File: config.mk
export PLATFORM = sky130hd
export DESIGN_NAME = spi_master_multi
export DESIGN_NICKNAME = d
export VERILOG_FILES = /design/src/rtl/spi_master_multi.sv
export SDC_FILE = /design/constraint.sdc
export NUM_CORES = 1
export LEC_CHECK = 0
export CAP_MARGIN = 30
export CORE_MARGIN = 2
export CORE_UTILIZATION = 52
export CTS_BUF_LIST = sky130_fd_sc_hd__clkbuf_4
export CTS_CLUSTER_SIZE = 40
export DETAILED_ROUTE_END_ITERATION = 8
export GPL_TIMING_DRIVEN = 0
export PLACE_DENSITY_LB_ADDON = 0.12
export SLEW_MARGIN = 10
export SYNTH_ARGS = -nofsm -noshare
export SYNTH_HDL_FRONTEND = slang
export SYNTH_SLANG_ARGS = --single-unit
export TNS_END_PERCENT = 10
File: constraint.sdc
create_clock -name clk -period 2.9 [get_ports clk]
set_clock_uncertainty 0.1 [all_clocks]
set_input_delay 0.29 -clock clk [delete_from_list [all_inputs] [get_ports clk]]
set_output_delay 0.29 -clock clk [all_outputs]
set_load 0.01 [all_outputs]
File: src/rtl/spi_master_multi.sv
// SPI master: runtime packet length, all four CPOL/CPHA modes, addressable chip selects.
// Each accepted recv word runs one full-duplex transfer; the captured word returns on send.
module spi_master_multi #(
    parameter int nbits       = 34,
    parameter int ncs         = 2,
    parameter int half_period = 2
) (
    input  logic                     clk,
    input  logic                     reset,
    input  logic                     packet_size_ifc_val,
    output logic                     packet_size_ifc_rdy,
    input  logic [$clog2(nbits)-1:0] packet_size_ifc_msg,
    input  logic                     mode_ifc_val,
    output logic                     mode_ifc_rdy,
    input  logic [$clog2(ncs)+1:0]   mode_ifc_msg,
    input  logic                     recv_val,
    output logic                     recv_rdy,
    input  logic [nbits-1:0]         recv_msg,
    output logic                     send_val,
    input  logic                     send_rdy,
    output logic [nbits-1:0]         send_msg,
    output logic [ncs-1:0]           cs,
    output logic                     sclk,
    output logic                     mosi,
    input  logic                     miso
);
    localparam int CAW = $clog2(ncs);
    localparam int LW  = $clog2(nbits + 1);
    localparam int HW  = (half_period > 1) ? $clog2(half_period) : 1;

    typedef enum logic [2:0] {S_IDLE, S_SETUP, S_XFER, S_HOLD, S_DONE} state_t;

    state_t           r_state;
    logic [LW-1:0]    r_len;
    logic [CAW-1:0]   r_cs_addr;
    logic             r_cpol;
    logic             r_cpha;
    logic [nbits-1:0] r_tx;
    logic [nbits-1:0] r_rx;
    logic [HW-1:0]    r_hcnt;
    logic [LW:0]      r_edge;
    logic [ncs-1:0]   r_cs;
    logic             r_sclk;
    logic             r_send_val;

    logic [31:0]      w_ps_ext;
    logic [LW-1:0]    w_len_dec;
    logic [LW-1:0]    w_pad;
    logic [LW:0]      w_last_edge;
    logic             w_hp_end;
    logic             w_leading;
    logic             w_cfg_pend;
    logic             w_recv_fire;
    logic [ncs-1:0]   w_cs_on;

    // A length of zero or anything beyond nbits selects the full word.
    assign w_ps_ext    = 32'(packet_size_ifc_msg);
    assign w_len_dec   = (w_ps_ext == 0 || w_ps_ext > nbits) ? LW'(nbits) : LW'(w_ps_ext);
    assign w_pad       = LW'(nbits) - r_len;
    assign w_last_edge = {r_len, 1'b0} - 1'b1;
    assign w_hp_end    = (r_hcnt == HW'(half_period - 1));
    assign w_leading   = ~r_edge[0];

    assign w_cfg_pend          = packet_size_ifc_val | mode_ifc_val;
    assign packet_size_ifc_rdy = (r_state == S_IDLE);
    assign mode_ifc_rdy        = (r_state == S_IDLE);
    assign recv_rdy            = (r_state == S_IDLE) && !w_cfg_pend;
    assign w_recv_fire         = recv_val && recv_rdy;

    // An out-of-range address matches no line, so no chip select asserts.
    generate
        for (genvar gi = 0; gi < ncs; gi++) begin : g_cs
            assign w_cs_on[gi] = (r_cs_addr == CAW'(gi)) ? 1'b0 : 1'b1;
        end
    endgenerate

    assign send_val = r_send_val;
    assign send_msg = r_rx;
    assign cs       = r_cs;
    assign sclk     = r_sclk;
    assign mosi     = r_tx[nbits-1];

    always_ff @(posedge clk or negedge reset) begin
        if (!reset) begin
            r_state    <= S_IDLE;
            r_len      <= LW'(nbits);
            r_cs_addr  <= '0;
            r_cpol     <= 1'b0;
            r_cpha     <= 1'b0;
            r_tx       <= '0;
            r_rx       <= '0;
            r_hcnt     <= '0;
            r_edge     <= '0;
            r_cs       <= '1;
            r_sclk     <= 1'b0;
            r_send_val <= 1'b0;
        end else begin
            case (r_state)
                S_IDLE: begin
                    // Follow a new CPOL at once so sclk never moves together with cs.
                    r_sclk <= mode_ifc_val ? mode_ifc_msg[1] : r_cpol;
                    if (packet_size_ifc_val) begin
                        r_len <= w_len_dec;
                    end
                    if (mode_ifc_val) begin
                        {r_cs_addr, r_cpol, r_cpha} <= mode_ifc_msg;
                    end
                    if (w_recv_fire) begin
                        r_tx    <= recv_msg << w_pad;
                        r_rx    <= '0;
                        r_hcnt  <= '0;
                        r_edge  <= '0;
                        r_cs    <= w_cs_on;
                        r_state <= S_SETUP;
                    end
                end
                S_SETUP: begin
                    if (w_hp_end) begin
                        r_hcnt  <= '0;
                        r_state <= S_XFER;
                    end else begin
                        r_hcnt <= r_hcnt + 1'b1;
                    end
                end
                S_XFER: begin
                    if (w_hp_end) begin
                        r_hcnt <= '0;
                        r_sclk <= ~r_sclk;
                        // Sample edge is leading for CPHA=0 and trailing for CPHA=1.
                        if (w_leading ^ r_cpha) begin
                            r_rx <= {r_rx[nbits-2:0], miso};
                        end else if (r_cpha ? (r_edge != '0) : (r_edge != w_last_edge)) begin
                            r_tx <= r_tx << 1;
                        end
                        if (r_edge == w_last_edge) begin
                            r_edge  <= '0;
                            r_state <= S_HOLD;
                        end else begin
                            r_edge <= r_edge + 1'b1;
                        end
                    end else begin
                        r_hcnt <= r_hcnt + 1'b1;
                    end
                end
                S_HOLD: begin
                    if (w_hp_end) begin
                        r_hcnt     <= '0;
                        r_cs       <= '1;
                        r_send_val <= 1'b1;
                        r_state    <= S_DONE;
                    end else begin
                        r_hcnt <= r_hcnt + 1'b1;
                    end
                end
                S_DONE: begin
                    if (send_rdy) begin
                        r_send_val <= 1'b0;
                        r_state    <= S_IDLE;
                    end
                end
                default: begin
                    r_state <= S_IDLE;
                end
            endcase
        end
    end
endmodule

Word level (Yosys, flattened, before mapping) --
Cells that the tools add are included.
Word-level totals: register bits 92, bits of input ports 50, output and inout bits 42, logic and storage cells 95
Operators by class: $add $sub $neg 4, magnitude comparators 1, equality and inequality tests 15, shift-type cells 1, multiplexer cells 36, bitwise logic cells 4, reductions and logical operators 22
Operators by type and width (count):
- two-way mux 34 bit | 7
- one-hot mux 34 bit (2 select lines) | 2
- left shift 34 x 6 -> 34 bit | 1
- logical NOT 32 bit | 1
- two-way mux 7 bit | 3
- two-way mux 3 bit | 6
- inequality test 2 bit, second input constant | 8
- one-hot mux 3 bit (5 select lines) | 1
- one-hot mux 7 bit (2 select lines) | 1
- two-way mux 1 bit | 9
- AND reduction 3 bit | 3
- AND reduction 2 bit | 4
- nonzero test 2 bit | 4
- adder 7 x 1 -> 7 bit, second input constant | 1
- equality test 7 bit | 1
- inequality test 7 bit | 1
- nonzero test 7 bit | 1
- subtractor 7 x 1 -> 7 bit, second input constant | 1
- equality test 3 x 2 -> 1 bit, second input constant | 2
- greater-than comparator 6 bit, second input constant | 1
- two-way mux 6 bit | 1
- one-hot mux 1 bit (2 select lines) | 3
- AND reduction 6 bit | 1
- subtractor 6 bit, first input constant | 1
- 16 further kinds | 19

Depth between registers and ports, before layout --
depth in word-level cells 7, gate-level depth with buffers 14

Worst setup path before layout --
No wires, ideal clock.
path kind reg2reg, from register r_len[0], to register r_tx[28], library setup time 0.125 ns, arrival time 2.982 ns, slack -0.307 ns, stages on the path, launching flop included 14, buffers on the path 6, clock period less this slack 3.207 ns, cell sequence dfrtp_1 -> buf_6 -> buf_6 -> inv_2 -> buf_2 -> ha_1 -> buf_2 -> buf_6 -> buf_2 -> mux4_2 -> a2111oi_0 -> a31oi_1 -> a32o_1 -> mux2_4
On the way: longest elaborated chain between the ends 5, elaborated cells on any way between the ends 9
Ends and longest elaborated chain:
- start, declared | RTL line 34 | logic [LW-1:0] r_len;
- start signal, assigned | RTL line 86 | r_len <= LW'(nbits);
- start signal, assigned | RTL line 103 | r_len <= w_len_dec;
- parallel branches: the longest is 5 deep, another holds subtractor 6 bit
- end signal, assigned | RTL line 109 | r_tx <= recv_msg << w_pad;
- end signal, assigned | RTL line 133 | r_tx <= r_tx << 1;
- end, declared | RTL line 38 | logic [nbits-1:0] r_tx;
Several ways; the timed one is not identified. The select of a mux whose other input is x is not followed. A chain may end at the register's enable or synchronous reset.

Worst setup path after layout --
from register r_len[1], to register r_tx[33]
The elaborated chain is that of the path after synthesis.

==> results.md <==
* Util after Layout at 69.0%
* Routed WL at 19,500 um
* Critical path endpoint category: register
* Final Hold Viols at 0
* Most frequent CP cell: mux2_4
* Via density at 6.37
* Rows at 41
* Layout Area Growth over Synthesis at 29.4%
* Total track usage at 29.0%
* Number of global-route vias before repair at 5,753
* Vias at 5,833
* Fin nets at 792
* Max-slew violation count at 0
* CTS H-tree lvls at 3
* Later-pin clock latency in the skew report at 0.48 ns
* DRC errors left at 0
* Area after DPL at 7940 um2
* Number of library cell types mapped by synthesis at 79
* Mapped Cells at 617
* Max Clock Freq at 0.327 GHz
* Area leader, netlist: dfrtp_1
* Shortest period the worst path allows at 3.06 ns
* Core area at 12,600 um2
* CTS max path bufs at 2
* Worst-path fanout max at 6
* Global-route wire length before repair at 31,800 um
* Max-Cap Viols at 0
* Grt ovf at 0
* Setup repair after global routing missed its margin: true
* Netlist Area Pre-Place at 6730 um2
* Dpl ws at -0.690 ns
* Die ar. at 13,900 um2
* Critical Path Max Stage Delay at 0.57 ns
* Outcome: complete, but fails checks
* ANT cells at 0
* Worst hold slack at 0.232 ns
* Synthesized net count at 671
* Delay-heaviest family, CP: multiplexers
* Routed len/inst at 21.4 um
* Failing checks: negative setup slack
* CTS tree: yes
* Post-synth EDFFs at 0
* Primary FF master, synth: dfrtp_1
* IO Count at 92
* Post-route setup slack at -0.156 ns
* Worst setup SP type: register
* Initial DRC Count at 599
* CP Buf/Inv Count at 4
* Synthesized area per cell at 10.9 um2
* Yosys warnings at 0
* Initial core utilization at 53.3%
* GPL Wtd Cong at 0.964
* Synth top area cells: dfrtp_1, mux4_2, mux2_4
* Largest net degree at the start of global routing at 53
* # clock sinks at 92
* Height of the die at 118 um
* Initial antenna violation count at 0
* Worst Path Required at 3.18 ns
* Layout cells sized above 1 at 28.7%
* Detail Route Antenna Nets at 0
* Post-synthesis register bit count at 92
* Final period util at 105%
* Crit path arrival time at 3.33 ns
* Synth async-reset ratio at 100%
* Power density over cell area at 269 nW/um2
* Die X at 118 um
* Post-synth top area share at 32.7%
* Final instance area at 8710 um2
* Number of port buffers at 91
* Final-report setup violation count at 15
* Cts bufs inserted at 9
* Leakage power at 0.00369 uW
* CTS clk-pin slew, worst paths at 0.16 ns
* DR pass1 iterations at 6
* Post-detailed-placement half-perimeter wirelength at 14,200 um
* Kind of critical path: reg -> reg
* Worst-Margin Slew at 0.664 ns
* Seq/Total Area, Yosys at 34.3%
* Slew HR at 55.8%
* Worst Hold Class: in -> async
* Root cell of the clock tree: clkbuf_4
* Critical path cell sequence: buf_6 > inv_4 > ha_4 > buf_12 > buf_12 > mux2_4 > mux2_4 > mux4_2 > nand3_2 > a32oi_2 > mux2_4
* Slowest library cell on the worst path: dfstp_2
* VDD IR max at 0.199 mV
## timing repair
| item | 4_1_cts | 5_1_grt |
|---|---|---|
| pin swaps | 13 | 4 |
| endpoints found under the setup margin | 36 | 34 |
| gates resized for setup | 69 | 29 |
| hold endpoints to repair | 39 | 0 |
| hold buffers | 1 | 0 |
| cloned | 3 | 1 |
| setup buffers | 13 | 2 |
## per-layer routing
| metal | global-route usage, % | wire length, um | vias to the layer above |
|---|---|---|---|
| met5 | 0 | 0 | - |
| met4 | 9.79 | 616 | 0 |
| met3 | 7.36 | 1580 | 49 |
| met2 | 44.2 | 9010 | 256 |
| met1 | 40.6 | 8340 | 2904 |
| li1 | - | - | 2624 |
## stage by stage
stage          cells  setup TNS, ns  power, uW
6_report         915          -1.13       2350
5_1_grt          915          -3.90       2450
4_1_cts          913          -1.92       2360
3_5_place_dp     881         -15.35       1600
3_3_place_gp     880        -173.04       1590
2_1_floorplan    617          -1.51       1430
## cell usage in the layout (no fill, tap or decap), types with 9 or more instances in the layout
cell	instances
clkdlybuf4s50_1	90
dfrtp_1	88
nand2_1	65
a22o_1	37
mux2_4	35
o21ai_0	31
mux4_2	31
nor2_1	26
mux2i_1	18
clkbuf_1	17
buf_4	16
nor3_1	15
a21oi_1	13
mux2_2	13
buf_12	10
buf_2	10
buf_6	9
xor2_1	9
mux2i_2	9
clkbuf_4	9
## final timing paths
check,startpoint,endpoint,slack (ns),cells past startpoint
worst max register to register,r_len[1]$_DFFE_PN1P_,r_tx[33]$_DFFE_PN0P_,-0.16,11
worst min-delay path,reset,r_tx[6]$_DFFE_PN0P_,0.23,2
worst max-delay path,r_len[1]$_DFFE_PN1P_,r_tx[33]$_DFFE_PN0P_,-0.16,11
min in group clk,packet_size_ifc_msg[4],r_len[4]$_DFFE_PN0P_,0.29,3
worst min register to register,r_cs_addr$_DFFE_PN0P_,cs[1]$_DFFE_PN1P_,0.37,1
max in group asynchronous,reset,cs[1]$_DFFE_PN1P_,1.74,3
## synthesized netlist by cell type, drive strengths merged, types with 6 or more instances
cell type,instances
xnor2,9
mux4,33
buf,32
nor2,26
nor3,22
inv,7
mux2,48
a32o,8
nor4,6
nand2,67
nand3,9
and2,6
a31oi,6
clkbuf,20
o31ai,6
mux2i,35
a21oi,15
a21boi,8
a22o,37
xor2,11
o21ai,39
a2111oi,8
dfrtp,88
## state kept, by name, indices dropped and copies added (netlist names), 2 cells and up
register / cells
r_edge: 7
r_len: 6
send_msg: 34
cs: 2
r_tx: 34
r_state: 3
## cells by family (layout without fill, tap and decap cells)
logic type	after synthesis	after routing	share of synthesized area (%)
buffers and inverters	60	186	5.30
AOI/OAI and AO/OA	162	162	18.0
adders and majority gates	4	4	0.744
DFF	92	92	34.3
muxes	116	116	26.2
and+or+nand+nor	163	163	12.5
xor gates and xnor gates	20	20	2.99
## power breakdown
part | internal (uW) | switching [uW] | total, uW
registers | 1290 | 8.24 | 1300
clock network | 269 | 465 | 734
logic | 162 | 150 | 311
## cell type report
type                       count  area (um2)
multi-input combinational    465        4380
fill                         990        3910
sequential                    92        2310
timing repair buffer         112        1220
buffer                        50         405
tap                          172         215
clock inverter                 7        73.8
clock buffer                   9        67.6
inverter                       8        50.0
Power figures use the tool's default switching activity.
